**config.mk**
```make
export PLATFORM = sky130hd
export DESIGN_NAME = arbitro_prioridad_flat
export DESIGN_NICKNAME = d
export VERILOG_FILES = /design/src/rtl/arbitro_prioridad_if.sv /design/src/rtl/arbitro_prioridad.sv /design/src/flat_wrapper.sv
export SDC_FILE = /design/constraint.sdc
export NUM_CORES = 1
export LEC_CHECK = 0
export ABC_CLOCK_PERIOD_IN_PS = 1600
export CAP_MARGIN = 0
export CORE_UTILIZATION = 40
export CTS_CLUSTER_DIAMETER = 40
export DETAILED_ROUTE_END_ITERATION = 10
export PLACE_DENSITY = 0.67
export SYNTH_ARGS = -nofsm -noshare
export SYNTH_HDL_FRONTEND = slang
export SYNTH_SLANG_ARGS = --single-unit
export TNS_END_PERCENT = 10
```
**constraint.sdc**
```tcl
create_clock -name clk -period 1.6 [get_ports clk]
set_input_delay 0.32 -clock clk [delete_from_list [all_inputs] [get_ports clk]]
set_output_delay 0.32 -clock clk [all_outputs]
set_load 0.005 [all_outputs]
```
**src/rtl/arbitro_prioridad_if.sv**
```systemverilog
// Request/grant bundle between the masters and arbitro_prioridad.
// master: requesting side; slave: arbiter side.
interface arbitro_prioridad_if;
    logic [7:0] req;
    logic       done;
    logic [7:0] gnt;
    logic [2:0] gnt_id;
    logic       valid;
    logic       tout;

    modport master (
        output req, done,
        input  gnt, gnt_id, valid, tout
    );

    modport slave (
        input  req, done,
        output gnt, gnt_id, valid, tout
    );
endinterface

```
**src/rtl/arbitro_prioridad.sv**
```systemverilog
// Eight-master bus arbiter: registered one-hot grant, hold until release,
// hold-time watchdog. ARBITRO_PRIORIDAD_RR_EN selects round-robin fairness.
module arbitro_prioridad #(
    parameter int unsigned MAX_HOLD = 16
) (
    input  logic                clk,
    input  logic                rst_n,
    arbitro_prioridad_if.slave  bus
);

    typedef enum logic {
        IDLE = 1'b0,
        BUSY = 1'b1
    } state_t;

    // Watchdog fires on the edge where the owner has held MAX_HOLD cycles.
    localparam logic [7:0] HOLD_LAST = 8'(MAX_HOLD - 1);
    localparam bit         WD_EN     = (MAX_HOLD != 0);

    state_t     state_q;
    logic [7:0] gnt_q;
    logic [2:0] gnt_id_q;
    logic       valid_q;
    logic       tout_q;
    logic [7:0] cnt_q;

    logic [2:0] win_id_d;
    logic [7:0] win_oh_d;
    logic       release_d;
    logic       wd_hit_d;

`ifdef ARBITRO_PRIORIDAD_RR_EN
    logic [2:0] last_q;

    // Search last-1 downward; the previous owner (i=8) is visited last.
    always_comb begin
        win_id_d = 3'd0;
        for (int i = 8; i >= 1; i--) begin
            if (bus.req[last_q - 3'(i)]) win_id_d = last_q - 3'(i);
        end
    end
`else
    // Fixed priority: the highest set request index wins.
    always_comb begin
        win_id_d = 3'd0;
        for (int i = 0; i < 8; i++) begin
            if (bus.req[i]) win_id_d = 3'(i);
        end
    end
`endif

    assign win_oh_d  = 8'd1 << win_id_d;
    assign release_d = bus.done | ~bus.req[gnt_id_q];
    assign wd_hit_d  = WD_EN && (cnt_q == HOLD_LAST);

    // Grant FSM: all outputs are registered here.
    always_ff @(posedge clk or negedge rst_n) begin
        if (!rst_n) begin
            state_q  <= IDLE;
            gnt_q    <= 8'd0;
            gnt_id_q <= 3'd0;
            valid_q  <= 1'b0;
            tout_q   <= 1'b0;
            cnt_q    <= 8'd0;
`ifdef ARBITRO_PRIORIDAD_RR_EN
            last_q   <= 3'd0;
`endif
        end else begin
            tout_q <= 1'b0;
            unique case (state_q)
                IDLE: begin
                    if (|bus.req) begin
                        gnt_q    <= win_oh_d;
                        gnt_id_q <= win_id_d;
                        valid_q  <= 1'b1;
                        cnt_q    <= 8'd0;
                        state_q  <= BUSY;
                    end
                end
                BUSY: begin
                    if (release_d) begin
                        gnt_q   <= 8'd0;
                        valid_q <= 1'b0;
                        state_q <= IDLE;
`ifdef ARBITRO_PRIORIDAD_RR_EN
                        last_q  <= gnt_id_q;
`endif
                    end else if (wd_hit_d) begin
                        gnt_q   <= 8'd0;
                        valid_q <= 1'b0;
                        tout_q  <= 1'b1;
                        state_q <= IDLE;
`ifdef ARBITRO_PRIORIDAD_RR_EN
                        last_q  <= gnt_id_q;
`endif
                    end else begin
                        cnt_q <= cnt_q + 8'd1;
                    end
                end
            endcase
        end
    end

    assign bus.gnt    = gnt_q;
    assign bus.gnt_id = gnt_id_q;
    assign bus.valid  = valid_q;
    assign bus.tout   = tout_q;

endmodule
```
**src/flat_wrapper.sv**
```systemverilog
// flat-port wrapper written by rule: the top's interface ports become plain ports
module arbitro_prioridad_flat 
#(
    parameter int unsigned MAX_HOLD = 16
)
  (clk, rst_n, bus_req, bus_done, bus_gnt, bus_gnt_id, bus_valid, bus_tout);
  arbitro_prioridad_if bus_i ();
  input  logic clk;
  input  logic rst_n;
  input wire logic [$bits(bus_i.req)-1:0] bus_req;
  input wire logic [$bits(bus_i.done)-1:0] bus_done;
  output wire logic [$bits(bus_i.gnt)-1:0] bus_gnt;
  output wire logic [$bits(bus_i.gnt_id)-1:0] bus_gnt_id;
  output wire logic [$bits(bus_i.valid)-1:0] bus_valid;
  output wire logic [$bits(bus_i.tout)-1:0] bus_tout;
  assign bus_i.req = bus_req;
  assign bus_i.done = bus_done;
  assign bus_gnt = bus_i.gnt;
  assign bus_gnt_id = bus_i.gnt_id;
  assign bus_valid = bus_i.valid;
  assign bus_tout = bus_i.tout;
  arbitro_prioridad #(.MAX_HOLD(MAX_HOLD)) u_core (.clk(clk), .rst_n(rst_n), .bus(bus_i));
endmodule
```
==> results.json, run 1 <==
{
  "critPathBufInv": 2,
  "setup_ws_ps": -116.6,
  "r2r_end": "u_core.cnt_q[0]",
  "drive_gt1_share_pct": 31.32,
  "clk_pin_slew_worst_paths_ps": 140,
  "hold_path.class": "input port to async pin",
  "rr_startpoint": "u_core.bus.gnt_id[0]",
  "core_area_um2": 2758,
  "cts_root_buf": "clkbuf_4",
  "grt_usage_pct": 19.52,
  "routabilityCongestion": 0.8272,
  "max_stage_delay_ps": 480,
  "required_ps": 1790,
  "critical_path.slowest_cell": "dfrtp_2",
  "syn2layout_area_growth_pct": 58.16,
  "hold_viol_final": 0,
  "p_int_mw": 1.566,
  "syn_area_um2": 1157,
  "clkPwrFrac_pct": 17.6,
  "insertedDiodeCount": 0,
  "violations": "setup timing",
  "endpoint_kind": "register",
  "die_area_um2": 3113,
  "seqPwrFrac_pct": 33.4,
  "synthMuxAreaShare_pct": 4.432,
  "drt-vias-per-instance": 5.329,
  "grt_max_degree": 23,
  "seqCellArea_um2": 551.8,
  "setup_viol": 17,
  "fmaxAchievable_ghz": 0.5825,
  "crit_arrival_ps": 1910,
  "hpwl_um": 2137,
  "path_class": "register to register",
  "synthCells": 123,
  "sw_frac_of_total_pct": 35.51,
  "crit_fanout": 6,
  "numPortBuffers": 23,
  "ys_warn_count": 0,
  "power_switching_uw": 862.1,
  "route.detailed.drc": 0,
  "synth_seq_cells": 22,
  "worst_pin_slew_ps": 452.5,
  "rows": 19,
  "fin_util_pct": 66.38,
  "cts_tree": "built",
  "cp.depth": 7,
  "grt_overflow": 0,
  "final_nets": 195,
  "final_common_cell": "buf_4",
  "start_util_pct": 41.97,
  "synth.distinct_cells": 35,
  "placed_cell_area_um2": 1649,
  "clock_latency_ps": 310,
  "rsz0062_at_grt": "yes",
  "status": "finished with violations",
  "synth_fp_nets": 135,
  "io_pins": 24,
  "cts_max_path_buffers": 2,
  "skew_ps": 15.94,
  "period_needed_ps": 1717,
  "htree_levels": 1,
  "dr.first_iter.drc_count": 32,
  "fin_area_um2": 1831,
  "synth_top_family_by_area": "simple AND/OR/NAND/NOR gates",
  "rrSetupSlack_ps": -120,
  "startpoint_type": "register",
  "yosysSeqAreaShare_pct": 47.57,
  "avgSynthCellArea_um2": 9.409,
  "wl_per_cell_um": 13.97,
  "grt_pass1_wl_um": 4788,
  "numClockSinks": 22,
  "path_delay_family": "flip-flops",
  "fillers": 215,
  "synthSimpleGateAreaFrac_pct": 22.70,
  "grt_pass1_vias": 1048,
  "wirelength_um": 2976,
  "synthAdderAreaFrac_pct": 1.081,
  "dr.pass1.iters": 4,
  "leakage_nw": 0.8199,
  "reg2reg_depth": 7,
  "peakVddDrop_v": 0.001031,
  "numCtsBuffers": 3,
  "mostFrequentLayoutCells": "30 x buf_4, 21 x dfrtp_1, 20 x nand2_1, 17 x clkdlybuf4s50_1, 11 x nor2_1",
  "p_comb_share_pct": 49.0,
  "pre_cts_ws_ps": -399.3,
  "final_max_slew_viol_count": 0,
  "cellPowerDensity_nw_per_um2": 1326,
  "slew_headroom_pct": 69.84,
  "via_count": 1135,
  "period_share_pct": 107.3,
  "synth-compound-area-share_pct": 20.11,
  "maxCapViolations": 0,
  "synth_xor_area_share_pct": 1.514,
  "die_w_um": 55.79,
  "ant_nets": 0,
  "path_cells": "buf_4, mux2i_1, a2bb2oi_4, nand4_4, buf_4, nand3_1, o21ai_0",
  "die_h_um": 55.79,
  "antenna_found_initial": 0,
  "critPathMostFrequentCell": "buf_4",
  "multi_input_comb_area_um2": 660.6
}
[cell usage after synthesis]
library cell,count,area (um2)
a21oi_1,10,50.05
a221oi_4,1,26.28
a22o_1,1,8.760
a22oi_1,1,7.510
a2bb2oi_2,1,15.01
a31oi_1,2,12.51
a32oi_1,1,8.760
and2_1,1,6.260
and3_1,1,6.260
and4_1,2,17.52
buf_4,2,15.01
clkbuf_1,1,3.750
dfrtp_1,22,550.5
ha_1,1,12.51
inv_1,3,11.26
mux2_2,1,11.26
mux2i_1,4,40.04
nand2_1,21,78.83
nand2b_1,1,6.260
nand3_1,8,40.04
nand4_1,1,6.260
nand4_2,1,12.51
nor2_1,12,45.04
nor2b_1,3,18.77
nor4_1,3,18.77
o211ai_1,2,15.01
o21a_1,1,7.510
o21ai_0,6,30.03
o21ba_2,1,10.01
o2bb2ai_1,1,8.760
o31a_1,1,8.760
o31ai_1,2,15.01
o32ai_1,1,8.760
or2_2,1,6.260
xnor2_1,2,17.52
[logic make-up (layout without fill, tap and decap cells)]
group | after synthesis | after routing
simple gates | 55 | 55
flops | 22 | 22
buf+inv | 6 | 65
mux | 5 | 5
fa+ha+maj | 1 | 1
xor+xnor | 2 | 2
compound gates | 32 | 32
[through the flow]
step	instances	power (mW)	hold slack, ps	setup TNS, ps
5_1_grt	213	2.577	337.8	-2654
3_5_place_dp	203	1.783	489.1	-6762
6_report	213	2.428	321.8	-1183
3_3_place_gp	203	1.754	473.4	-6401
4_1_cts	209	2.339	329.6	-580.7
2_1_floorplan	123	1.328	24.41	-125.2
[power groups by stage]
stage / Combinational, mW / Sequential, mW / Clock, mW
after floorplan: 0.563 / 0.765 / 0
after global placement: 0.949 / 0.805 / 0
after detailed placement: 0.967 / 0.816 / 0
after CTS: 1.09 / 0.809 / 0.437
after global routing: 1.29 / 0.832 / 0.454
final: 1.19 / 0.811 / 0.428
[flip-flops by register name, indices dropped and copies added, names as in the netlist]
signal and flops:
u_core.bus.gnt_id 3, u_core.state_q 1, u_core.bus.tout 1, u_core.bus.valid 1, u_core.cnt_q 8, u_core.bus.gnt 8
[cell type report]
type                            instances  share of cell area, %
Clock buffer                            3                  1.230
Clock inverter                          1                  1.640
Inverter                                3                 0.6152
Multi-Input combinational cell         95                  36.09
Sequential cell                        22                  30.14
Tap cell                               31                  2.119
Timing Repair Buffer                   58                  28.16
[layer usage]
| layer | vias to the layer above | track usage [%] | routed length [um] |
|---|---|---|---|
| li1 | 565 | - | - |
| met1 | 544 | 25.26 | 1286 |
| met2 | 24 | 33.91 | 1582 |
| met3 | 2 | 3.023 | 88 |
| met4 | 0 | 5.357 | 19 |
| met5 | - | 0 | 0 |
[what timing repair did]
| action | CTS | global route |
|---|---|---|
| hold buffers | 0 | 0 |
| endpoints found under the setup margin | 20 | 20 |
| pin swaps | 2 | 4 |
| endpoints found under the hold margin | 0 | 0 |
| gates resized for setup | 13 | 11 |
| setup buffers | 2 | 4 |
[worst max-delay path by stage]
stage | start | to
floorplan | u_core.bus.gnt_id[0] | u_core.cnt_q[5]
global placement | bus_req[4] | u_core.cnt_q[2]
CTS | u_core.bus.gnt_id[0] | u_core.cnt_q[5]
detailed placement | bus_req[4] | u_core.cnt_q[4]
global route | u_core.bus.gnt_id[0] | u_core.cnt_q[5]
finish | u_core.bus.gnt_id[0] | u_core.cnt_q[0]
(Power assumes the default switching activity.)
==> run 2: changes to the inputs <==
Settings changed: ABC_CLOCK_PERIOD_IN_PS 1600 to 1900, PLACE_DENSITY 0.67 to unset, SLEW_MARGIN set to 20.
Clock period 1.6 ns to 1.9 ns, I/O delays scaled along.
==> results.json, run 2 (synthesized netlist as in run 1, its figures left out) <==
{
  "grt_pass1_vias": 1051,
  "wl_per_cell_um": 13.48,
  "core_area_um2": 2758,
  "multi_input_comb_area_um2": 576.8,
  "slew_headroom_pct": 71.99,
  "seqCellArea_um2": 550.5,
  "status": "finished, final reports clean",
  "hold_path.class": "input port to async pin",
  "final_nets": 177,
  "wirelength_um": 2616,
  "leakage_nw": 0.6781,
  "rrSetupSlack_ps": 180,
  "reg2reg_depth": 5,
  "htree_levels": 1,
  "numClockSinks": 22,
  "skew_ps": 0.5984,
  "maxCapViolations": 0,
  "post-cts-setup-buffers": 0,
  "cts_resized": 0,
  "peakVddDrop_v": 0.0007415,
  "hold_viol_final": 0,
  "max_stage_delay_ps": 490,
  "clock_latency_ps": 290,
  "fmaxAchievable_ghz": 0.5715,
  "period_share_pct": 92.10,
  "grt_overflow": 0,
  "crit_arrival_ps": 1960,
  "path_cells": "clkdlybuf4s50_1, mux2i_1, a221oi_4, nand4_2, buf_4, o31ai_1",
  "cts_tree": "built",
  "grt_usage_pct": 18.47,
  "die_w_um": 55.79,
  "setup_viol": 0,
  "cts_root_buf": "clkbuf_4",
  "placed_cell_area_um2": 1548,
  "rr_startpoint": "u_core.bus.gnt_id[0]",
  "whs_ps": 411.9,
  "hpwl_um": 1997,
  "io_pins": 24,
  "dr.first_iter.drc_count": 29,
  "fin_area_um2": 1570,
  "antenna_found_initial": 0,
  "start_util_pct": 41.97,
  "insertedDiodeCount": 0,
  "r2r_end": "u_core.cnt_q[4]",
  "syn2layout_area_growth_pct": 35.68,
  "path_class": "input port to register",
  "required_ps": 2110,
  "rows": 19,
  "crit_fanout": 8,
  "clk_pin_slew_worst_paths_ps": 110,
  "period_needed_ps": 1750,
  "worst_pin_slew_ps": 420.2,
  "drive_gt1_share_pct": 15.95,
  "die_area_um2": 3113,
  "final_max_slew_viol_count": 0,
  "layout.cells.non_filler": 194,
  "dr.pass1.iters": 4,
  "via_count": 1051,
  "routabilityCongestion": 0.8470,
  "numPlacedInstances": 191,
  "critical_path.slowest_cell": "clkdlybuf4s50_1",
  "route.detailed.drc": 0,
  "cts_max_path_buffers": 2,
  "die_h_um": 55.79,
  "grt_max_degree": 23,
  "endpoint_kind": "register",
  "final_common_cell": "clkdlybuf4s50_1",
  "rsz0062_at_grt": "no",
  "drt-vias-per-instance": 5.418,
  "path_delay_family": "buffers and inverters",
  "ant_nets": 0,
  "startpoint_type": "input port",
  "cellPowerDensity_nw_per_um2": 1047,
  "cts_hold_buf": 0,
  "finalSetupTns_ps": 0,
  "numCtsBuffers": 3,
  "critPathBufInv": 2,
  "fillers": 253,
  "numPortBuffers": 23,
  "grt_pass1_wl_um": 4505,
  "mostFrequentLayoutCells": "23 x clkdlybuf4s50_1, 22 x dfrtp_1, 21 x nand2_1, 16 x buf_4, 12 x nor2_1"
}
run 2: how the worst max path moves through the flow:
stage	from	endpoint	slack, ps	cells after the start
detailed placement	bus_req[5]	u_core.cnt_q[4]	-170	6
CTS	bus_req[5]	u_core.cnt_q[4]	130	6
global route	bus_req[5]	u_core.bus.gnt[3]	40	9
finish	bus_req[5]	u_core.cnt_q[4]	150	6
global placement	bus_req[5]	u_core.bus.gnt[3]	-130	9
floorplan	u_core.bus.gnt_id[0]	u_core.cnt_q[5]	220	6
run 2: through the flow:
stage          util [%]  setup WS (ps)  total power, mW
3_5_place_dp      56.13         -169.3            1.453
2_1_floorplan         -          222.8            1.070
4_1_cts           56.94          133.4            1.660
6_report          56.94          150.2            1.644
3_3_place_gp      56.13         -127.2            1.441
5_1_grt           56.94          38.85            1.768
run 2: layout make-up:
class | instances | share of cell area, %
multi-input combinational | 95 | 36.73
sequential | 22 | 35.06
timing repair buffer | 40 | 23.59
tap | 31 | 2.470
clock buffer | 3 | 1.434
inverter | 3 | 0.7171
run 2: power breakdown:
part | total [mW] | switching (mW) | internal, mW
combinational | 0.750 | 0.344 | 0.406
sequential | 0.688 | 0.128 | 0.561
clock | 0.205 | 0.132 | 0.0737
run 2: metal layers:
| metal | part of all wire, % | vias to the layer above | routed length (um) | GRT usage (%) |
|---|---|---|---|---|
| li1 | - | 531 | - | - |
| met1 | 48 | 497 | 1258 | 23.56 |
| met2 | 48 | 19 | 1245 | 31.15 |
| met3 | 3.0 | 4 | 78 | 2.791 |
| met4 | 1.3 | 0 | 33 | 7.857 |
| met5 | 0 | - | 0 | 0 |
